--- src/rtl/sigma_delta_adc.sv ---
// -----------------------------------------------------------------------------
// sigma_delta_adc
// First-order sigma-delta ADC front end with a sinc2 (second-order CIC)
// decimator. This block is the capture-side partner of the team's sigma-delta
// DAC.
//
// An external comparator compares the analog input against an RC-filtered copy
// of fb_pin. This block synchronises the comparator output and drives the
// synchronised bit straight back out as the feedback. It then decimates the
// resulting 1-bit stream by R = 2**DECIM_LOG2 into unsigned offset-binary words.
//
// Ports
//    clk          sample / system clock
//    rst          asynchronous active-high reset
//    comp_in      comparator output, asynchronous to clk
//    fb_pin       feedback bit to the RC network (last synchroniser stage)
//    adc_data     decimated sample, unsigned, ADC_BITLEN bits
//    adc_valid    adc_data holds an unconsumed sample
//    adc_ready    consumer takes the sample when adc_valid && adc_ready
//    adc_overrun  one-cycle pulse when a pending sample is overwritten
// -----------------------------------------------------------------------------
module sigma_delta_adc #(
   parameter int ADC_BITLEN  = 16,
   parameter int DECIM_LOG2  = 8,
   parameter int SYNC_STAGES = 2
) (
   input  logic                  clk,
   input  logic                  rst,
   input  logic                  comp_in,
   output logic                  fb_pin,
   output logic [ADC_BITLEN-1:0] adc_data,
   output logic                  adc_valid,
   input  logic                  adc_ready,
   output logic                  adc_overrun
);

   // W is wide enough for the full comb result (0..R*R). NB is the width
   // after saturation.
   localparam int W  = 2*DECIM_LOG2 + 1;
   localparam int NB = 2*DECIM_LOG2;

   logic [SYNC_STAGES-1:0] r_syncChain;
   logic                   w_q;
   logic [W-1:0]           r_int1;
   logic [W-1:0]           r_int2;
   logic [DECIM_LOG2-1:0]  r_decimCnt;
   logic                   w_tick;
   logic [W-1:0]           r_dly1;
   logic [W-1:0]           r_dly2;
   logic [W-1:0]           w_comb1;
   logic [W-1:0]           w_comb2;
   logic [W-1:0]           r_combOut;
   logic                   r_combValid;
   logic [NB-1:0]          w_sat;
   logic [ADC_BITLEN-1:0]  w_scaled;
   logic [1:0]             r_warmCnt;
   logic                   w_load;
   logic [ADC_BITLEN-1:0]  r_adcData;
   logic                   r_adcValid;
   logic                   r_adcOverrun;

   // Comparator synchroniser. The last stage is the modulator bit itself. It
   // goes to the pin with no extra register, so the loop delay stays at
   // SYNC_STAGES cycles.
   always_ff @(posedge clk or posedge rst) begin
      if (rst) begin
         r_syncChain <= '0;
      end else begin
         r_syncChain <= {r_syncChain[SYNC_STAGES-2:0], comp_in};
      end
   end

   assign w_q    = r_syncChain[SYNC_STAGES-1];
   assign fb_pin = w_q;

   // Integrators and the free-running decimation counter. The integrators
   // are allowed to wrap. The combs difference them modulo 2**W, so the
   // wrap cancels out.
   always_ff @(posedge clk or posedge rst) begin
      if (rst) begin
         r_int1     <= '0;
         r_int2     <= '0;
         r_decimCnt <= '0;
      end else begin
         r_int1     <= r_int1 + {{(W-1){1'b0}}, w_q};
         r_int2     <= r_int2 + r_int1;
         r_decimCnt <= r_decimCnt + DECIM_LOG2'(1);
      end
   end

   // R-1 is all ones, so the tick is the all-ones count.
   assign w_tick  = (r_decimCnt == '1);
   assign w_comb1 = r_int2 - r_dly1;
   assign w_comb2 = w_comb1 - r_dly2;

   // Comb stage, updated only on a tick. r_combValid marks the cycle after
   // a tick, when r_combOut holds a fresh result.
   always_ff @(posedge clk or posedge rst) begin
      if (rst) begin
         r_dly1      <= '0;
         r_dly2      <= '0;
         r_combOut   <= '0;
         r_combValid <= 1'b0;
      end else begin
         r_combValid <= w_tick;
         if (w_tick) begin
            r_dly1    <= r_int2;
            r_dly2    <= w_comb1;
            r_combOut <= w_comb2;
         end
      end
   end

   // Full-scale input gives exactly R*R. That is the only value with the top
   // bit set, so clamp it to all-ones before dropping that bit.
   assign w_sat = r_combOut[NB] ? {NB{1'b1}} : r_combOut[NB-1:0];

   generate
      if (ADC_BITLEN == NB + 1) begin : g_scaleUp
         assign w_scaled = {w_sat, 1'b0};
      end else begin : g_scaleTop
         assign w_scaled = ADC_BITLEN'(w_sat >> (NB - ADC_BITLEN));
      end
   endgenerate

   // The first two comb results after reset are built on unsettled delay
   // history, so they are swallowed here and never reach the output.
   assign w_load = r_combValid && (r_warmCnt == 2'd2);

   always_ff @(posedge clk or posedge rst) begin
      if (rst) begin
         r_warmCnt <= 2'd0;
      end else if (r_combValid && (r_warmCnt != 2'd2)) begin
         r_warmCnt <= r_warmCnt + 2'd1;
      end
   end

   // Output holding register and handshake. A new load always wins. If the
   // old word was still pending and not being taken this cycle, flag an
   // overrun. All outputs are registered, so adc_ready never reaches an
   // output combinationally.
   always_ff @(posedge clk or posedge rst) begin
      if (rst) begin
         r_adcData    <= '0;
         r_adcValid   <= 1'b0;
         r_adcOverrun <= 1'b0;
      end else if (w_load) begin
         r_adcData    <= w_scaled;
         r_adcValid   <= 1'b1;
         r_adcOverrun <= r_adcValid && !adc_ready;
      end else begin
         r_adcOverrun <= 1'b0;
         if (r_adcValid && adc_ready) begin
            r_adcValid <= 1'b0;
         end
      end
   end

   assign adc_data    = r_adcData;
   assign adc_valid   = r_adcValid;
   assign adc_overrun = r_adcOverrun;

endmodule

--- config.mk ---
export PLATFORM = sky130hd
export DESIGN_NAME = sigma_delta_adc
export DESIGN_NICKNAME = d
export VERILOG_FILES = /design/src/rtl/sigma_delta_adc.sv
export SDC_FILE = /design/constraint.sdc
export NUM_CORES = 1
export LEC_CHECK = 0
export ABC_AREA = 1
export ABC_CLOCK_PERIOD_IN_PS = 7100
export BUFFER_PORTS_ARGS = -buffer_cell sky130_fd_sc_hd__buf_2
export CORE_UTILIZATION = 55
export CTS_CLUSTER_SIZE = 28
export DETAILED_ROUTE_END_ITERATION = 10
export GPL_TIMING_DRIVEN = 0
export PLACE_DENSITY = 0.78
export SYNTH_ARGS = -nofsm -noshare
export SYNTH_HDL_FRONTEND = slang
export SYNTH_SLANG_ARGS = --single-unit
--- constraint.sdc ---
create_clock -name clk -period 7.1 [get_ports clk]
set_input_delay 0.71 -clock clk [delete_from_list [all_inputs] [get_ports clk]]
set_output_delay 0.71 -clock clk [all_outputs]
set_load 0.1 [all_outputs]
==> results.txt, run 1 <==
critical path peak fanout - 4
r2r endpoint - r_combOut[16]
GRT overflow - 0
sw frac - 40.2%
Fillers - 937
Post-Route Skew - 0.0123 ns
residual DRC count - 5
Post-CTS Setup Inserts - 0
combinational share of power - 47.3%
Seq/Total Area, Yosys - 43.5%
# hold bufs at CTS - 0
reg2reg path depth - 20
peak supply drop - 289 uV
commonest register cell after synthesis - dfrtp_1
CTS max path bufs - 2
Core Util, Final - 65.9%
port bufs - 22
Global Route Usage Sum - 25.2%
via count - 5179
multi-input logic area - 3300 sq um
Clock Power Share - 28.9%
Lkg Pwr - 3.89 nW
clock sink count - 116
Worst Setup SP - r_int2[0]
Avg Inst Size Synth - 8.52 sq um
CP most frequent cell - nand2_1
total wire length - 14000 microns
clock transition at the registers of the reported paths - 0.05 ns
Tmin final - 3.42 ns
Skew-Pair Late Insertion Delay - 0.42 ns
Tightest Pin Transition - 0.641 ns
Min Hold Slack - 0.356 ns
final worst setup slack - 3.68 ns
Gate Count Post-Synth - 784
die width - 112 microns
Detailed Route Iter0 Violations - 299
CP endpoint kind - flop
Routed wire per std cell - 14.2 microns
crit path cell chain - inv_1 > ha_1 > inv_1 > fa_1 > nand2_1 > nand2_1 > nand3_1 > nand2_1 > a21oi_2 > o211ai_1 > and2_1 > ha_1 > nand2_1 > nor3_1 > and2_1 > nand2_1 > nand2_1 > nand3_1 > nand3_1 > nand2_1
Pins Over Slew Limit - 0
failing checks - design-rule violations
Fin Setup TNS - 0 ns
Clock Tree Root - clkbuf_16
post-cts sizing count - 0
TritonCTS buffer count - 17
worst setup path class - flop to flop
initial antenna violation count - 0
switching power - 0.00131 W
crit start category - flop
Top delay family on crit path - simple AND/OR/NAND/NOR gates
post-route ant nets - 0
final net count - 885
worst path bufs/invs - 2
Power Density - 426 nW/um^2
vias in the first global route - 5493
Final Setup Violations - 0
final cycle utilization of the critical path - 48.1%
Worst Path Required - 7.40 ns
RR Startpoint - r_int2[0]
router iterations before antenna repair - 8
Seq cells post-synth - 116
IO Pins - 23
CTS H-tree depth - 4
CTS tree - built
first-pass GRT wire length - 25000 microns
internal power - 0.00195 W
ys async rst share - 100%
crit-path max cell delay - 0.41 ns
post-synthesis cell type count - 41
Max Cap Viol - 0
global placer's final weighted congestion - 0.977
Post-Syn Nets - 843
Critical Path AT - 3.72 ns
Slew headroom - 57.3%
HP Class - flop to flop
status - finished with violations
RSZ-0062 raised after global routing - no
initial core utilization - 57.5%
number of synthesized flops with an enable pin - 0
post-DP HPWL - 10300 microns
Reg area - 2900 sq um
CP Depth - 20
Total Die Area - 12600 sq um
Worst path slowest cell - dfrtp_1
Die Height - 112 microns
Hold Fails Final Rpt - 0
share of cells above drive strength 1 - 10.5%
worst setup path endpoint - r_combOut[16]
largest net degree at the start of global routing - 66
Max Fclk - 293 MHz
Layout area overhead - 14.6%
Rows - 39
Sequential Power Share - 23.8%
Via density - 5.28
core area - 11600 sq um
Post-Place Setup Slack - 3.76 ns
Mapped Area - 6680 sq um
Syn. warnings - 0
diode count - 0
R2R setup slack - 3.68 ns
cell usage after synthesis, types with 6 or more instances:
library cell  instances  share of area (%)
nand2_1             187                 11
dfrtp_1             116                 43
inv_1               100                5.6
o21ai_0              67                5.0
ha_1                 52                9.7
a21oi_1              41                3.1
nor2_1               39                2.2
xor2_1               39                5.1
nand3_1              35                2.6
xnor2_1              14                1.8
nor3_1               10               0.75
o21bai_1             10                1.1
clkbuf_1              7               0.39
o21ai_1               6               0.45
cells by family (layout without fill, tap and decap cells):
group                      after synthesis  after routing  share of synthesized area (%)
buffers and inverters                  118            172                           7.08
and+or+nand+nor                        300            300                           19.8
adders and majority gates               55             55                           10.6
xor gates and xnor gates                54             54                           7.20
DFF                                    116            116                           43.5
AOI/OAI and AO/OA                      141            141                           11.8
per-layer routing:
metal	routed length, microns	up-vias	part of all wire, %	track usage [%]
met3	414	33	3.0	5.51
met5	0	-	0	0
met2	7170	95	51	45.2
met4	408	0	2.9	11.5
met1	5960	2420	43	28.8
li1	-	2631	-	-
cells in the final DEF (no fill, tap or decap), types with 2 or more instances in the layout:
cell type	count
nand2_1	187
dfrtp_1	116
inv_1	99
o21ai_0	67
ha_1	52
a21oi_1	41
xor2_1	39
nor2_1	39
nand3_1	35
buf_2	25
clkbuf_16	17
xnor2_1	14
o21bai_1	10
nor3_1	10
clkbuf_1	8
o21ai_1	6
buf_4	5
and2_1	5
bufinv_16	5
nand3_2	4
nand4_1	4
clkbuf_8	4
o21ai_2	3
nand3b_1	3
a31oi_1	3
a21o_1	3
a21oi_2	3
fa_1	3
clkinv_2	3
nor2_2	2
nor3_2	2
inv_2	2
a211oi_1	2
nor3_4	2
nand4_2	2
worst min-delay path by stage:
stage                                end  cells past startpoint           start
final                     r_syncChain[1]                      0  r_syncChain[0]
after floorplan           r_syncChain[1]                      0  r_syncChain[0]
after global placement    r_syncChain[1]                      0  r_syncChain[0]
after CTS                 r_syncChain[1]                      0  r_syncChain[0]
after global routing      r_syncChain[1]                      0  r_syncChain[0]
after detailed placement  r_syncChain[1]                      0  r_syncChain[0]
registers in the layout, summed over array words and instances, names as in the netlist:
signal,flops
r_int2,17
r_int1,17
r_decimCnt,8
adc_data,16
r_warmCnt,2
r_combValid,1
r_syncChain,2
adc_overrun,1
r_combOut,17
adc_valid,1
r_dly2,17
r_dly1,17
stage by stage:
stage / cell area [sq um] / power (W) / std cells
floorplan: 6680 / 0.00199 / 784
global placement: 6970 / 0.00225 / 949
detailed placement: 7000 / 0.00231 / 950
CTS: 7650 / 0.00327 / 981
global route: 7650 / 0.00353 / 981
finish: 7650 / 0.00326 / 981
final cells by class:
class | count | area share [%]
Buffer | 16 | 1.18
Clock buffer | 22 | 6.33
Clock inverter | 9 | 2.27
Inverter | 102 | 5.03
Multi-Input combinational cell | 550 | 43.1
Sequential cell | 116 | 37.9
Tap cell | 143 | 2.34
Timing Repair Buffer | 23 | 1.80
power by group through the flow:
| stage | clock (W) | sequential (W) | combinational, W |
|---|---|---|---|
| after CTS | 0.000958 | 0.000775 | 0.00154 |
| after floorplan | 0 | 0.000767 | 0.00122 |
| after global placement | 0 | 0.000781 | 0.00147 |
| after global routing | 0.000986 | 0.000782 | 0.00176 |
| after detailed placement | 0 | 0.000785 | 0.00153 |
| final | 0.000941 | 0.000776 | 0.00154 |
Note: power is estimated with default switching activity, not from simulation.
==> run 2: changes to the inputs <==
--- a/config.mk
+++ b/config.mk
@@ -6,13 +6,13 @@
 export NUM_CORES = 1
 export LEC_CHECK = 0
 export ABC_AREA = 1
-export ABC_CLOCK_PERIOD_IN_PS = 7100
+export ABC_CLOCK_PERIOD_IN_PS = 2700
 export BUFFER_PORTS_ARGS = -buffer_cell sky130_fd_sc_hd__buf_2
 export CORE_UTILIZATION = 55
 export CTS_CLUSTER_SIZE = 28
 export DETAILED_ROUTE_END_ITERATION = 10
 export GPL_TIMING_DRIVEN = 0
-export PLACE_DENSITY = 0.78
+export PLACE_DENSITY = 0.81
 export SYNTH_ARGS = -nofsm -noshare
 export SYNTH_HDL_FRONTEND = slang
 export SYNTH_SLANG_ARGS = --single-unit
==> constraint.sdc (replaced) <==
create_clock -name clk -period 2.7 [get_ports clk]
set_input_delay 0.27 -clock clk [delete_from_list [all_inputs] [get_ports clk]]
set_output_delay 0.27 -clock clk [all_outputs]
set_load 0.1 [all_outputs]
==> run 2 against run 1 <==
The run ends with design-rule violations, negative setup slack left; sequential share of layout area shrank 3.9 points; utilization grew 7.6 points; design area grew 11%; fmax grew 8.9%; clock power grew to 2.6 times the previous value; wire length grew 20%; worst hold slack lost 0.33 ns; via count grew 12%; combinational power grew to 4.6 times the previous value; final cell count grew 3.2%; die area is the same; non-clock buffer count grew 30; critical endpoint is now r_combOut[14]; highest routed layer unchanged.
==> results.txt, run 2 (synthesized netlist as in run 1, its figures left out) <==
first-pass GRT wire length - 25200 microns (+0.83%)
Die Height - 112 microns (unchanged)
CTS H-tree depth - 4 (unchanged)
commonest non-fill, non-tap cell in the layout - nand2_1
WHS Path Cells - 2 (+2)
Max Cap Viol - 0 (unchanged)
placed insts - 951 (+0.11%)
router iterations before antenna repair - 8 (unchanged)
final net count - 915 (+3.4%)
clock transition at the registers of the reported paths - 0.06 ns (about the same)
RR Startpoint - r_int2[0]
vias in the first global route - 5669 (+3.2%)
total wire length - 16700 microns (+20%)
Final Setup Violations - 11 (+11)
Pins Over Slew Limit - 0 (unchanged)
die width - 112 microns (unchanged)
failing checks - design-rule violations, negative setup slack
Core Util, Final - 73.5% (+7.6 points)
final cycle utilization of the critical path - 116% (+68 points)
initial core utilization - 57.5% (unchanged)
r2r endpoint - r_combOut[14]
worst setup path class - flop to flop
Layout area overhead - 27.8%
RSZ-0062 raised after global routing - yes
Tightest Pin Transition - 0.946 ns (+0.305 ns)
diode count - 0 (unchanged)
crit start category - flop
HP Class - input pin to flop
Rows - 39 (unchanged)
R2R setup slack - -0.44 ns (-4.12 ns)
Post-Route Skew - 0.00996 ns (-0.00237 ns)
post-DP HPWL - 9470 microns (-8.5%)
port bufs - 22 (unchanged)
global placer's final weighted congestion - 0.873 (-11%)
largest net degree at the start of global routing - 46 (-30%)
residual DRC count - 3 (-2)
non-filler cells, final - 1012 (+3.2%)
Clock Tree Root - clkbuf_16
Lkg Pwr - 4.11 nW (+5.8%)
status - finished with violations
most frequent cells in the layout - nand2_1, dfrtp_1, inv_1, o21ai_0, xor2_1
final worst setup slack - -0.437 ns (-4.12 ns)
core area - 11600 sq um (unchanged)
GRT overflow - 0 (unchanged)
Skew-Pair Late Insertion Delay - 0.42 ns (about the same)
hold_sp - adc_ready
Global Route Usage Sum - 25.2% (-0.041 points)
CTS max path bufs - 2 (unchanged)
post-route ant nets - 0 (unchanged)
Detailed Route Iter0 Violations - 352 (+18%)
clock sink count - 116 (unchanged)
hold endpoint - adc_overrun
via count - 5798 (+12%)
Slew headroom - 36.8% (-20 points)
critical path peak fanout - 4 (unchanged)
IO Pins - 23 (unchanged)
Worst Path Required - 3.03 ns (-4.37 ns)
reg2reg path depth - 17 (-15%)
Power Density - 1370 nW/um^2 (+220%)
Fillers - 783 (-16%)
CP endpoint kind - flop
TritonCTS buffer count - 17 (unchanged)
Via density - 5.73 (+8.5%)
Routed wire per std cell - 16.5 microns (+16%)
Max Fclk - 319 MHz (+8.9%)
peak supply drop - 746 uV (+160%)
share of cells above drive strength 1 - 25.2% (+15 points)
Critical Path AT - 3.47 ns (-0.25 ns)
CTS tree - built
Total Die Area - 12600 sq um (unchanged)
initial antenna violation count - 0 (unchanged)
Design Power - 0.0117 W (+260%)
Post-Place Setup Slack - -0.318 ns (-4.08 ns)
Hold Fails Final Rpt - 0 (unchanged)
Tmin final - 3.14 ns (-0.279 ns)
[run 2: worst max-delay path: stages (launching register included)]
cell and delay [ns]:
dfrtp_1 0.41, inv_2 0.10, ha_4 0.14, inv_2 0.05
fa_2 0.35, nand2_2 0.07, nand2_2 0.06, nand3_2 0.08
nand2_4 0.06, a21oi_4 0.17, xnor2_1 0.17, ha_4 0.38
nand2_2 0.13, nor2_4 0.16, nand4_1 0.28, nand2_1 0.18
nand2_1 0.07, a31oi_1 0.18
[run 2: metrics by stage]
step	instance area [sq um]	hold slack, ns	setup TNS [ns]
after floorplan	6720	0.301	0
after global placement	7010	0.333	-1.52
after detailed placement	7050	0.341	-1.87
after CTS	8060	0.0252	-1.03
after global routing	8530	0.0248	-4.16
final	8530	0.0269	-2.79
[run 2: final cells by class]
| cell class | count | area [sq um] | share of cell area [%] |
|---|---|---|---|
| tap | 143 | 179 | 2.10 |
| clock inverter | 13 | 206 | 2.42 |
| buffer | 16 | 90.1 | 1.06 |
| multi-input combinational | 550 | 3940 | 46.2 |
| timing repair buffer | 53 | 378 | 4.43 |
| sequential | 116 | 2900 | 34.0 |
| inverter | 102 | 390 | 4.57 |
| clock buffer | 19 | 443 | 5.19 |
[run 2: routing by layer]
metal	vias up	part of all wire, %	global-route usage, %	wire (microns)
met3	82	5.6	4.86	928
met4	0	5.2	11.6	864
met5	-	0	0	0
li1	2688	-	-	-
met1	2776	38	28.4	6380
met2	252	51	45.9	8540
[run 2: where the power goes]
| part | switching, W | leakage (nW) | internal [W] |
|---|---|---|---|
| Sequential | 0.000168 | 1.57 | 0.00189 |
| Combinational | 0.00412 | 2.23 | 0.00304 |
| Clock | 0.000825 | 0.313 | 0.00166 |
| Total | 0.00511 | 4.11 | 0.00658 |
[run 2: how the worst max path moves through the flow]
stage	to	slack (ns)	startpoint
3_3_place_gp	r_combOut[16]	-0.28	r_int2[2]
4_1_cts	r_combOut[15]	-0.26	r_int2[0]
5_1_grt	r_combOut[14]	-0.59	r_int2[0]
2_1_floorplan	r_combOut[16]	0.006	r_int2[0]
6_report	r_combOut[14]	-0.44	r_int2[0]
3_5_place_dp	r_combOut[16]	-0.32	r_int2[0]
[run 2: what timing repair did]
action | CTS | global route
resized for setup | 51 | 74
hold buffers | 1 | 0
endpoints found under the hold margin | 1 | 0
endpoints found under the setup margin | 10 | 12
buffers inserted | 16 | 12
pin swaps | 38 | 37
